--- config.mk ---
export PLATFORM = sky130hd
export DESIGN_NAME = instr_encoder
export DESIGN_NICKNAME = d
export VERILOG_FILES = /design/src/rtl/instr_encoder_pkg.sv /design/src/rtl/instr_encoder_fifo.sv /design/src/rtl/instr_encoder.sv
export SDC_FILE = /design/constraint.sdc
export NUM_CORES = 1
export LEC_CHECK = 0
export CAP_MARGIN = 15
export CORE_MARGIN = 10
export CORE_UTILIZATION = 45
export CTS_BUF_LIST = sky130_fd_sc_hd__clkbuf_4 sky130_fd_sc_hd__clkbuf_8
export CTS_CLUSTER_DIAMETER = 80
export CTS_CLUSTER_SIZE = 30
export DETAILED_ROUTE_END_ITERATION = 8
export PLACE_DENSITY = 0.78
export SYNTH_ARGS = -nofsm -noshare
export SYNTH_HDL_FRONTEND = slang
export SYNTH_SLANG_ARGS = --single-unit
--- constraint.sdc ---
create_clock -name clk -period 4.2 [get_ports clk]
set_clock_uncertainty 0.2 [all_clocks]
set_input_delay 0.84 -clock clk [delete_from_list [all_inputs] [get_ports clk]]
set_output_delay 0.84 -clock clk [all_outputs]
set_load 0.1 [all_outputs]
--- src/rtl/instr_encoder_pkg.sv ---
// Shared LC-3b field types and the instr_encoder FSM state encoding.
// The READBACK state is present only when INSTR_ENCODER_READBACK_EN is defined.
package lc3b_types;

  typedef logic [15:0] lc3b_word;
  typedef logic [2:0]  lc3b_reg;
  typedef logic [5:0]  lc3b_offset6;
  typedef logic [8:0]  lc3b_offset9;
  typedef logic [4:0]  lc3b_imm5;
  typedef logic [10:0] lc3b_imm11;

  typedef enum logic [3:0] {
    op_br   = 4'h0,
    op_add  = 4'h1,
    op_ldb  = 4'h2,
    op_stb  = 4'h3,
    op_jsr  = 4'h4,
    op_and  = 4'h5,
    op_ldr  = 4'h6,
    op_str  = 4'h7,
    op_rti  = 4'h8,
    op_not  = 4'h9,
    op_ldi  = 4'ha,
    op_sti  = 4'hb,
    op_jmp  = 4'hc,
    op_shf  = 4'hd,
    op_lea  = 4'he,
    op_trap = 4'hf
  } lc3b_opcode;

  typedef enum logic [1:0] {
`ifdef INSTR_ENCODER_READBACK_EN
    S_READBACK = 2'd2,
`endif
    S_IDLE     = 2'd0,
    S_WRITE    = 2'd1
  } instr_encoder_state;

  localparam lc3b_word ADDR_STEP  = 16'd2;
  localparam lc3b_word COUNT_STEP = 16'd1;

  // Instruction words are 16-bit aligned in a byte-addressed memory.
  function automatic lc3b_word word_align(input lc3b_word a);
    return {a[15:1], 1'b0};
  endfunction

endpackage

--- src/rtl/instr_encoder_fifo.sv ---
// Small encoded-word FIFO sitting between the encoder and the memory-write FSM.
// Pointers wrap by natural overflow, so DEPTH must be a power of two (only 2 is used).
module instr_encoder_fifo
  import lc3b_types::*;
#(
  parameter int DEPTH = 2
) (
  input  logic     clk,
  input  logic     reset,
  input  logic     push_i,
  input  logic     pop_i,
  input  lc3b_word wdata_i,
  output lc3b_word rdata_o,
  output logic     full_o,
  output logic     empty_o
);

  localparam int PW = (DEPTH > 1) ? $clog2(DEPTH) : 1;
  localparam int CW = $clog2(DEPTH + 1);
  localparam logic [PW-1:0] PTR_ONE = 1;
  localparam logic [CW-1:0] CNT_ONE = 1;
  localparam logic [CW-1:0] CNT_MAX = DEPTH;

  lc3b_word      mem_q [DEPTH];
  logic [PW-1:0] rd_ptr_q;
  logic [PW-1:0] wr_ptr_q;
  logic [CW-1:0] cnt_q;
  logic          push_ok;
  logic          pop_ok;

  assign full_o  = (cnt_q == CNT_MAX);
  assign empty_o = (cnt_q == '0);
  assign push_ok = push_i && !full_o;
  assign pop_ok  = pop_i && !empty_o;
  assign rdata_o = mem_q[rd_ptr_q];

  always_ff @(posedge clk or posedge reset) begin
    if (reset) begin
      rd_ptr_q <= '0;
      wr_ptr_q <= '0;
      cnt_q    <= '0;
      for (int i = 0; i < DEPTH; i++) mem_q[i] <= '0;
    end else begin
      if (push_ok) begin
        mem_q[wr_ptr_q] <= wdata_i;
        wr_ptr_q        <= wr_ptr_q + PTR_ONE;
      end
      if (pop_ok) rd_ptr_q <= rd_ptr_q + PTR_ONE;
      case ({push_ok, pop_ok})
        2'b10:   cnt_q <= cnt_q + CNT_ONE;
        2'b01:   cnt_q <= cnt_q - CNT_ONE;
        default: cnt_q <= cnt_q;
      endcase
    end
  end

endmodule

--- src/rtl/instr_encoder.sv ---
// LC-3b field-tuple encoder feeding a sequential memory-write FSM via a 2-entry FIFO.
// Define INSTR_ENCODER_READBACK_EN to add a read-back verify pass after every write.
//
// state    | meaning
// ---------+------------------------------------------------------------
// IDLE     | waiting for the FIFO to hold a word; addr_load honoured here
// WRITE    | mem_write asserted with FIFO head at addr until mem_resp
// READBACK | mem_read at same addr until mem_resp, then compare to head
module instr_encoder
  import lc3b_types::*;
#(
  parameter int DEPTH = 2
) (
  input  logic        clk,
  input  logic        reset,
  input  logic        addr_load,
  input  logic [15:0] base_addr,
  input  logic        in_valid,
  output logic        in_ready,
  input  logic [3:0]  opcode,
  input  logic [2:0]  dest,
  input  logic [2:0]  src1,
  input  logic [2:0]  src2,
  input  logic [5:0]  offset6,
  input  logic [8:0]  offset9,
  input  logic [10:0] imm11,
  input  logic [4:0]  imm5,
  input  logic        imm5_enable,
  input  logic        imm11_enable,
  output logic [15:0] mem_address,
  output logic [15:0] mem_wdata,
  output logic        mem_write,
  output logic        mem_read,
  output logic [1:0]  mem_byte_enable,
  input  logic [15:0] mem_rdata,
  input  logic        mem_resp,
  output logic        busy,
  output logic [15:0] count,
  output logic        verify_error
);

  instr_encoder_state state_q;
  lc3b_word           addr_q;
  lc3b_word           count_q;
  lc3b_word           wdata_q;
  logic               mem_write_q;
  lc3b_opcode         op;
  lc3b_word           enc_word;
  lc3b_word           head;
  logic               push;
  logic               pop;
  logic               fifo_full;
  logic               fifo_empty;

  assign op = lc3b_opcode'(opcode);

  always_comb begin
    enc_word = '0;
    case (op)
      op_add, op_and:
        enc_word = imm5_enable ? {opcode, dest, src1, 1'b1, imm5}
                               : {opcode, dest, src1, 3'b000, src2};
      op_not:
        enc_word = {opcode, dest, src1, 6'h3f};
      op_br, op_lea:
        enc_word = {opcode, dest, offset9};
      op_jmp:
        enc_word = {opcode, 3'b000, src1, 6'h00};
      op_jsr:
        enc_word = imm11_enable ? {opcode, 1'b1, imm11}
                                : {opcode, 3'b000, src1, 6'h00};
      op_ldb, op_ldr, op_ldi, op_stb, op_str, op_sti, op_shf:
        enc_word = {opcode, dest, src1, offset6};
      op_trap:
        enc_word = {opcode, 4'h0, offset9[7:0]};
      op_rti:
        enc_word = {opcode, 12'h000};
      default:
        enc_word = '0;
    endcase
  end

  assign push = in_valid && in_ready;

  instr_encoder_fifo #(
    .DEPTH (DEPTH)
  ) u_fifo (
    .clk     (clk),
    .reset   (reset),
    .push_i  (push),
    .pop_i   (pop),
    .wdata_i (enc_word),
    .rdata_o (head),
    .full_o  (fifo_full),
    .empty_o (fifo_empty)
  );

  // Full is a flop-derived count, so in_ready never depends on in_valid.
  assign in_ready        = !fifo_full;
  assign busy            = (state_q != S_IDLE) || !fifo_empty;
  assign mem_address     = addr_q;
  assign mem_wdata       = wdata_q;
  assign mem_write       = mem_write_q;
  assign mem_byte_enable = 2'b11;
  assign count           = count_q;

`ifdef INSTR_ENCODER_READBACK_EN
  logic mem_read_q;
  logic verify_error_q;

  assign pop          = (state_q == S_READBACK) && mem_resp;
  assign mem_read     = mem_read_q;
  assign verify_error = verify_error_q;
`else
  logic unused_rdata;

  assign pop          = (state_q == S_WRITE) && mem_resp;
  assign mem_read     = 1'b0;
  assign verify_error = 1'b0;
  assign unused_rdata = ^mem_rdata;
`endif

  always_ff @(posedge clk or posedge reset) begin
    if (reset) begin
      state_q        <= S_IDLE;
      addr_q         <= '0;
      count_q        <= '0;
      wdata_q        <= '0;
      mem_write_q    <= 1'b0;
`ifdef INSTR_ENCODER_READBACK_EN
      mem_read_q     <= 1'b0;
      verify_error_q <= 1'b0;
`endif
    end else begin
      if (pop) begin
        addr_q  <= addr_q + ADDR_STEP;
        count_q <= count_q + COUNT_STEP;
      end
      case (state_q)
        S_IDLE: begin
          if (!fifo_empty) begin
            state_q     <= S_WRITE;
            mem_write_q <= 1'b1;
            wdata_q     <= head;
          end else if (addr_load) begin
            addr_q         <= word_align(base_addr);
            count_q        <= '0;
`ifdef INSTR_ENCODER_READBACK_EN
            verify_error_q <= 1'b0;
`endif
          end
        end
        S_WRITE: begin
          if (mem_resp) begin
            mem_write_q <= 1'b0;
`ifdef INSTR_ENCODER_READBACK_EN
            state_q     <= S_READBACK;
            mem_read_q  <= 1'b1;
`else
            state_q     <= S_IDLE;
`endif
          end
        end
`ifdef INSTR_ENCODER_READBACK_EN
        S_READBACK: begin
          if (mem_resp) begin
            mem_read_q <= 1'b0;
            state_q    <= S_IDLE;
            if (mem_rdata != head) verify_error_q <= 1'b1;
          end
        end
`endif
        default: begin
          state_q     <= S_IDLE;
          mem_write_q <= 1'b0;
        end
      endcase
    end
  end

endmodule

==> results by stage <==
Status:
- The flow ran to the end, and the final reports show no timing, DRC or antenna violations.

Logic synthesis:
- Of the synthesized area, sequential elements account for 0.480.
- The library cell occupying the most area in the post-synthesis netlist is dfrtp_1.
- The area share of the largest cell type after synthesis is 0.480.
- The post-synthesis cell area is 0.00438 sq mm.
- Yosys attributes the largest share of cell area to dfrtp_1 (48%), nand2_1 (6.1%), o21ai_0 (6.1%).
- The netlist uses 50 different library cells.
- The synthesized design contains 0 enable-type register cells.
- The mean instance size in the synthesized netlist is 9.54 sq um.
- For this run, the leading register cell type out of synthesis is dfrtp_1.
- The synthesized netlist cell count is 459.
- The number of storage elements in the synthesis netlist is 84.
- The async set-reset flop share out of synthesis is 1.00.
- Yosys printed 0 warnings.

Routing:
- The routed design has 10.9 mm of wire.
- The residual DRC count is 0.
- The detailed router placed 3743 vias in this run.
- In the routed layout, each cell is associated on average with a via count of 5.40.
- The pre-antenna-repair detailed-routing pass consisted of 4 iterations.
- In the final routed layout, each cell accounts on average for 15.7 microns.
- The count of nets left with antenna violations after detail routing is 0.
- After the first detailed-routing iteration, the DRC count stood at 220.

Worst setup path:
- The largest fanout of any net on the critical path is 11.
- The combined buffer and inverter count along the critical path is 1.
- The worst setup path is captured at an output pin.
- The origin of the worst setup path is state_q[0].
- The reg-to-reg startpoint is state_q[0].
- Traced cell by cell, the critical path runs through or3_1 > clkdlybuf4s50_1.
- The slowest stage of the critical path is the clkdlybuf4s50_1 cell.
- The critical path required time is 3160 ps.
- Grouping stages by cell kind, the critical path spends the most delay in buffers and inverters.
- The critical path class is register to output pin.
- The capture instance of the worst register-to-register path is mem_address[1].
- For the worst setup path, the data arrival time is 2300 ps.
- For the worst flop-to-flop path, the logic depth is 4.
- The worst register-to-register path has a setup slack of 1980 ps.
- The worst setup path is launched from a register.
- On the worst path, the slowest cell contributes a delay of 1020 ps.

STA:
- Once routing completed, OpenROAD measured the worst setup slack at 856 ps.
- The clock period minus worst slack is 3340 ps.
- The maximum operating frequency is 299 MHz.
- The actual transition at the worst max-transition pin is 1020 ps.
- Setup repair after global routing left no endpoint under its margin.
- Of the available clock period, the critical path in the final layout requires 0.796.
- The count of final max-slew check failures is 0.
- Adding up every negative setup slack in the final design gives 0 ps.
- Setup violations remaining at the end of the flow were counted as 0.
- The final count of hold timing violations was 0.
- In this run the tightest slew margin relative to its limit is 0.318.

Pwr:
- The power density over cell area is 775 mW/mm^2.
- Overall power consumption after layout is estimated at 4.49 mW.
- The highest ir drop seen on vdd is 0.422 mV.
- Summed over all cells, the static leakage comes to 2.35 nW.

GRT:
- In the global route stage, overall resource usage came out at 0.152.
- After global routing the overflow that remains totals 0.
- The maximum number of pins on one net before global-route repair is 85.
- The global-route wire length before repair is 18.2 mm.
- The number of antenna violations at the first check in global routing is 0.
- The via count of the first global-routing pass is 3790.

CTS:
- After clock tree synthesis, the flow added hold-fix buffers numbering 0.
- The maximum count of clock buffers along a single path is 2.
- After clock tree synthesis, the setup repair step added 0 buffers.
- The clock transition time at the flip-flop clock pins of the worst setup and hold paths is 90 ps.
- For the worst-skew pair, the clock arrives at the later sink with an insertion delay of 340 ps.
- The H-tree was split into 3 levels.
- Counting the buffers created by CTS gives 9.
- The post-cts repair resize count is 0.
- TritonCTS built the clock tree.
- The number of clock sinks seen by CTS is 84.
- CTS placed an instance of clkbuf_8 at the clock tree root.

Floorplan:
- The initial utilization of the core area, before any placement, comes to 0.467.
- The floorplan step set the die height to 119 microns.
- The core region area is 0.00937 sq mm.
- In this run the horizontal extent of the chip is 119 microns.
- During I/O placement, the number of pins put on the boundary was 138.
- The die covers 0.0141 sq mm.
- The floorplan has 35 rows.

Layout:
- The layout cell share with drive strength beyond 1 is 0.0887.
- The layout net count is 645.
- Relative to the synthesized area, the layout overhead comes to 32.3%.
- Counting the fill cells in the layout gives 806.
- The diode insertion count for antenna repair is 0.

Worst hold path:
- The launch instance of the worst min-delay path is u_fifo.mem_q[28].
- The cell depth of the worst hold path is 2.
- The tightest min-delay check is of the register to register type.
- For hold timing, the worst endpoint is u_fifo.mem_q[28].

Placed design:
- Buffers placed on the I/O ports in this run total 115.
- Prior to clock tree synthesis, the placed netlist has a worst setup slack of 794 ps.
- The final weighted congestion of routability-driven global placement is 0.893.
- After legalization and detailed placement, the total HPWL measured 8.27 mm.

Job:
- The max-cap check violation count is 0.
-- worst max path at each step --
stage / to / slack (ps) / depth (start not counted)
floorplan: count[0] / 990 / 1
global placement: u_fifo.mem_q[22] / 870 / 5
detailed placement: u_fifo.mem_q[22] / 790 / 5
CTS: busy / 840 / 2
global route: busy / 790 / 2
finish: busy / 860 / 2
-- per-layer routing --
metal	up-vias	global-route usage	part of all wire
met3	15	0.0562	0.082
met1	1785	0.186	0.45
li1	1815	-	-
met4	0	0.0473	0.013
met5	-	0	0
met2	128	0.243	0.45
-- cells in the final DEF (no fill, tap or decap), types with 2 or more instances in the layout --
cell type,count
a41oi_1,3
buf_4,2
a211oi_1,4
or4_1,3
nor2_1,23
or2_2,3
o21ai_0,53
a22oi_1,3
inv_1,6
o41ai_1,2
and2_1,7
or3b_2,3
o211ai_1,3
xnor2_1,13
clkinvlp_4,2
nand3_1,13
o31ai_1,7
a21oi_1,8
ha_1,3
conb_1,5
a31oi_1,8
and3_1,3
xor2_1,10
dfrtp_1,84
nor4_1,4
nand2_1,71
and4_1,3
o21a_1,2
nor3_1,7
clkdlybuf4s50_1,114
mux2_2,18
clkbuf_8,10
mux2i_1,17
and3b_1,3
nor2b_1,9
or3_1,7
nand4_1,8
clkinv_4,2
-- kinds of logic (layout without fill, tap and decap cells) --
logic type	count (synthesis)	after routing	synth area share
adders and majority gates	3	3	0.00857
xor gates and xnor gates	23	23	0.0460
AOI/OAI and AO/OA	97	97	0.131
buffers and inverters	38	140	0.0391
muxes	35	35	0.0851
DFF	84	84	0.480
and+or+nand+nor	177	177	0.208
other	2	5	0.00171
-- state kept, by name (all words and copies together), names as in the netlist --
name,cells
state_q,1
u_fifo.wr_ptr_q,1
mem_address,15
count,16
u_fifo.rd_ptr_q,1
u_fifo.cnt_q,2
u_fifo.mem_q,32
mem_wdata,16
-- where the power goes --
group	total (mW)	switching (mW)	internal (mW)
clock	0.592	0.296	0.295
combinational	2.46	1.76	0.702
sequential	1.44	0.300	1.14
total	4.49	2.35	2.14
-- synthesized netlist by cell type, drive strengths merged (4+ instances only) --
master   n
a211oi   4
nor2    24
nor2b    9
or4      4
mux2i   17
or2      4
inv      7
a21oi    8
nand2   71
dfrtp   84
and2     7
clkbuf  19
nand4    9
mux2    18
nor3     7
o31ai    7
nand3   13
xnor2   13
xor2    10
buf     12
o21ai   53
or3      7
a31oi    8
nor4     4
-- per-stage QoR --
step	util	cells	hold WS (ps)	cell area, sq um
after floorplan	-	462	243	4390
after global placement	0.596	677	259	5590
after detailed placement	0.596	677	264	5590
after CTS	0.618	693	287	5800
after global routing	0.618	693	312	5800
final	0.618	693	283	5800
-- area by class of cell --
cell class,count,area [sq um],share of cell area
Tap cell,129,161,0.0278
Multi-Input combinational cell,340,2120,0.366
Sequential cell,84,2100,0.363
Inverter,7,27.5,0.00475
Timing Repair Buffer,117,1180,0.203
Clock inverter,6,71.3,0.0123
Clock buffer,10,138,0.0237
-- worst min-delay path, delay by kind of cell (launching register included) --
family,cells,cell delay [ps]
flops,1,350
simple gates,2,110
Power figures use the tool's default switching activity.
